**src/rtl/cache_controller.sv**
```systemverilog
// cache_controller: MEM-stage front end for a 2-way data cache and an SRAM controller.
// Loads hit with zero added latency or fill a 64-bit line; stores write through without allocating.
module cache_controller #(
   parameter logic [31:0] BASE_ADDR    = 32'd1024,
   parameter int          CACHE_ADDR_W = 19
) (
   input  logic                    clk,
   input  logic                    rst,
   input  logic [31:0]             address,
   input  logic [31:0]             wdata,
   input  logic                    MEM_R_EN,
   input  logic                    MEM_W_EN,
   output logic [31:0]             rdata,
   output logic                    ready,
   output logic [CACHE_ADDR_W-1:0] cache_addr,
   output logic                    cache_R_EN,
   output logic                    cache_W_EN,
   output logic [63:0]             cache_wdata,
   output logic                    cache_invalidate,
   input  logic                    cache_hit,
   input  logic [31:0]             cache_rdata,
   output logic [CACHE_ADDR_W-1:0] sram_address,
   output logic [31:0]             sram_wdata,
   output logic                    sram_R_EN,
   output logic                    sram_W_EN,
   input  logic [63:0]             sram_rdata,
   input  logic                    sram_ready
);
   localparam logic [1:0] IDLE = 2'd0, READ_MISS = 2'd1, WRITE = 2'd2;

   logic [1:0]              state, state_nxt;
   logic [31:0]             eff, wdata_q, rdata_q;
   logic [CACHE_ADDR_W-1:0] addr_q;
   logic                    idle, wr_req, rd_req, hit_rd, miss_start, miss_done, unused_hi;

   assign eff       = address - BASE_ADDR;
   assign unused_hi = ^eff[31:CACHE_ADDR_W];
   assign idle      = (state == IDLE);
   // requests are masked while reset is held so no strobe escapes during reset
   assign wr_req     = idle & rst & MEM_W_EN;
   assign rd_req     = idle & rst & MEM_R_EN & ~MEM_W_EN;
   assign hit_rd     = rd_req & cache_hit;
   assign miss_start = rd_req & ~cache_hit;
   assign miss_done  = (state == READ_MISS) & sram_ready;

   assign cache_addr       = idle ? eff[CACHE_ADDR_W-1:0] : addr_q;
   assign sram_address     = cache_addr;
   assign cache_R_EN       = hit_rd;
   assign cache_W_EN       = miss_done;
   assign cache_wdata      = sram_rdata;
   assign cache_invalidate = wr_req;
   assign sram_wdata       = wdata_q;
   assign sram_R_EN        = (state == READ_MISS);
   assign sram_W_EN        = (state == WRITE);
   assign ready            = idle ? ~(wr_req | miss_start) : sram_ready;
   assign rdata            = hit_rd ? cache_rdata :
                             miss_done ? (addr_q[2] ? sram_rdata[63:32] : sram_rdata[31:0]) : rdata_q;

   always_comb
      state_nxt = idle ? (wr_req ? WRITE : miss_start ? READ_MISS : IDLE) :
                  ((state == READ_MISS || state == WRITE) && !sram_ready) ? state : IDLE;

   always_ff @(posedge clk or negedge rst)
      if (!rst) begin
         state   <= IDLE;
         addr_q  <= '0;
         wdata_q <= '0;
         rdata_q <= '0;
      end else begin
         state   <= state_nxt;
         rdata_q <= rdata;
         if (wr_req | miss_start) addr_q <= eff[CACHE_ADDR_W-1:0];
         if (wr_req) wdata_q <= wdata;
      end
endmodule
```
**config.mk**
```make
export PLATFORM = sky130hd
export DESIGN_NAME = cache_controller
export DESIGN_NICKNAME = d
export VERILOG_FILES = /design/src/rtl/cache_controller.sv
export SDC_FILE = /design/constraint.sdc
export NUM_CORES = 1
export LEC_CHECK = 0
export ABC_AREA = 1
export ABC_CLOCK_PERIOD_IN_PS = 2300
export CAP_MARGIN = 20
export CORE_AREA = 2 2 130 132
export CTS_CLUSTER_DIAMETER = 120
export DETAILED_ROUTE_END_ITERATION = 12
export DIE_AREA = 0 0 132 134
export PLACE_DENSITY = 0.7
export SLEW_MARGIN = 5
export SYNTH_ARGS = -nofsm -noshare
export SYNTH_HDL_FRONTEND = slang
export SYNTH_SLANG_ARGS = --single-unit
export TNS_END_PERCENT = 1
```
**constraint.sdc**
```tcl
create_clock -name clk -period 2.3 [get_ports clk]
set_input_delay 0.575 -clock clk [delete_from_list [all_inputs] [get_ports clk]]
set_output_delay 0.575 -clock clk [all_outputs]
set_load 0.02 [all_outputs]
```
==> summary.md <==
| Metric | Value |
|---|---|
| Seq/Total Area, Yosys | `0.440` |
| Worst-path clk slew | `0.07 ns` |
| Final Hold Fails | `0` |
| Fin crit period | `2.43 ns` |
| Syn Inst Count | `646` |
| CP max stage delay | `0.39 ns` |
| Largest net degree at the start of global routing | `71` |
| Slew @ Worst Pin | `0.938 ns` |
| Io pins | `338` |
| Starting Density | `0.297` |
| Flop and latch count out of synthesis | `85` |
| CP Capture Type | `output port` |
| CTS root buffer | `clkbuf_16` |
| Chip width | `132 um` |
| Clock latency on the worst-skew pair | `0.34 ns` |
| Core area | `16300 um2` |
| Slowest CP cell | `dfrtp_1` |
| CTS max path bufs | `2` |
| Nets | `1131` |
| Number of H-tree levels | `3` |
| Final period util | `1.06` |
| Setup ws final | `-0.130 ns` |
| Final hold slack | `0.210 ns` |
| Synthesized Nets | `816` |
| Vias/cell | `4.37` |
| Gr ovfl total | `0` |
| DR DRC count | `0` |
| Avg Inst Size Synth | `7.48 um2` |
| Share of layout cells above drive strength 1 | `0.293` |
| Cell Chain, Critical Path | `inv_2 > ha_4 > nand2_4 > inv_4 > nand4_4 > clkinv_4 > buf_12 > nand2_1 > o21ai_1 > buf_2` |
| ANT nets after route | `0` |
| Fmax | `412 MHz` |
| Failing checks | `negative setup slack` |
| Max_slew headroom | `0.375` |
| Die Ht | `134 um` |
| Core Rows | `47` |
| CTS tree | `built` |
| DR pass1 iterations | `4` |
| Number of global-route vias before repair | `5037` |
| Drt wl/cell | `15.3 um` |
| Routability congestion estimate | `0.891` |
| DR vias | `5180` |
| Total CTS buffers | `9` |
| Crit Path Class | `reg -> out` |
| Leak Pwr | `4.25 nW` |
| Worst path bufs/invs | `5` |
| Layout fillers | `1534` |
| Synth cell types | `19` |
| Mapped cell area | `4830 um2` |
| Startpoint types | `register` |
| All-Layer GR Usage | `0.195` |
| Routed Wire Length | `18.1 mm` |
| DIE AREA | `17700 um2` |
| Class of the worst hold path | `in -> async` |
| Max-Cap Viols | `0` |
| RSZ-0062 raised after global routing | `true` |
| Worst Skew | `0.0112 ns` |
| First-pass GRT wire length | `27.1 mm` |
| Pwr dens | `702 nW/um2` |
| CP delay by family, top | `buffers and inverters` |
| Outcome | `finished, violations left` |
| Final Setup Violations | `42` |
| Worst Path Required | `1.73 ns` |
| Layout Utilization | `0.547` |
| Crit path DAT | `1.85 ns` |
| PortBufs | `324` |
| Initial DRC count | `256` |
| Peak VDD IR | `0.367 mV` |
| HPWL Detailed | `13.4 mm` |
| Antenna cell count | `0` |
| # clock sinks | `85` |
| Antenna violations before repair | `0` |
| Ys Warns | `0` |
| Slew Viols, Final | `0` |
| Hold_buf cts | `0` |
| Crit Path Max Fanout | `12` |
| P&R area growth vs syn | `84.4%` |
final timing paths:
kind	slack (ns)	endpoint	depth (start not counted)	startpoint
max	-0.13	rdata[31]	10	state[0]
max in group asynchronous	0.90	addr_q[11]	3	rst
max reg2reg	0.03	rdata_q[12]	16	state[1]
min	0.21	addr_q[10]	2	rst
min reg2reg	0.48	sram_wdata[28]	2	sram_wdata[28]
min in group clk	0.48	sram_wdata[28]	2	sram_wdata[28]
per-stage QoR:
step	cells	cell area (um2)	setup TNS, ns	total power [W]	setup slack, ns
2_1_floorplan	646	4830	-1.01	0.00312	-0.101
3_3_place_gp	1150	8190	-39.44	0.00441	-0.749
3_5_place_dp	1150	8190	-39.91	0.00443	-0.773
4_1_cts	1177	8520	-7.49	0.00602	-0.236
5_1_grt	1185	8910	-8.25	0.00658	-0.245
6_report	1185	8910	-3.11	0.00625	-0.130
registers in the layout (all words and copies together), names as in the netlist:
signal      cells
rdata_q        32
sram_wdata     32
addr_q         19
state           2
report_power, final:
| group | internal, W | switching [W] |
|---|---|---|
| Sequential | 0.00181 | 0.000126 |
| Clock | 0.00101 | 0.000577 |
| Combinational | 0.00135 | 0.00139 |
| Total | 0.00416 | 0.00209 |
layout make-up:
type                            instances  area, um2  share of cell area
Sequential cell                        85       2130               0.239
Timing Repair Buffer                  419       3950               0.444
Multi-Input combinational cell        414       2090               0.235
Inverter                               32        134              0.0150
Clock inverter                          3       68.8             0.00772
Tap cell                              220        275              0.0309
Clock buffer                           12        256              0.0288
metal layers:
metal	wire length (um)	GRT usage	up-vias
met3	1140	0.0556	21
met5	0	0	-
met2	9420	0.343	189
met4	325	0.0682	0
met1	7220	0.227	2379
li1	-	-	2591
cell usage after synthesis:
library cell	count	share of area
nand2_2	2	0.0026
inv_1	25	0.019
nand3_1	4	0.0041
o21ai_0	63	0.065
a21oi_1	33	0.034
clkinv_1	1	0.00078
o21bai_1	1	0.0016
buf_4	89	0.14
nor2_1	6	0.0047
ha_1	4	0.010
inv_2	6	0.0047
dfrtp_1	85	0.44
nand4_4	1	0.0044
o21ai_1	33	0.034
clkbuf_1	14	0.011
nand2_1	261	0.20
xor2_1	3	0.0054
buf_2	12	0.012
nand4_1	3	0.0039
kinds of logic after synthesis:
| group | Yosys count | share of synthesized area |
|---|---|---|
| XOR/XNOR | 3 | 0.00544 |
| adder cells (fa/ha/maj) | 4 | 0.0104 |
| AO/OA/AOI/OAI | 130 | 0.135 |
| buffers and inverters | 147 | 0.186 |
| AND/OR/NAND/NOR | 277 | 0.222 |
| flip-flops | 85 | 0.440 |
cells in the final DEF (no fill, tap or decap), types with 2 or more instances in the layout:
cell,instances
nand2_2,6
nand4_1,3
dlygate4sd2_1,11
clkdlybuf4s50_1,208
buf_2,10
clkbuf_8,2
bufinv_16,2
clkbuf_16,10
buf_4,124
ha_4,2
clkbuf_2,5
a21oi_1,21
o21ai_1,28
clkinv_4,3
dlymetal6s2s_1,9
nor2_1,3
clkdlybuf4s15_2,3
nand2_4,2
buf_12,4
xor2_2,3
inv_1,21
o21ai_0,28
o21ai_2,40
buf_8,3
nand3_1,3
clkdlybuf4s15_1,4
nor2_2,3
buf_6,36
dfrtp_1,85
inv_2,7
a21oi_2,12
nand2_1,255
repair_timing:
action / 4_1_cts / 5_1_grt
hold endpoints to repair: 0 / 0
setup buffers: 11 / 8
setup endpoints to repair: 98 / 74
pin swaps: 12 / 16
gates cloned: 1 / 1
resized for setup: 409 / 143
Note: power is estimated with default switching activity, not from simulation.
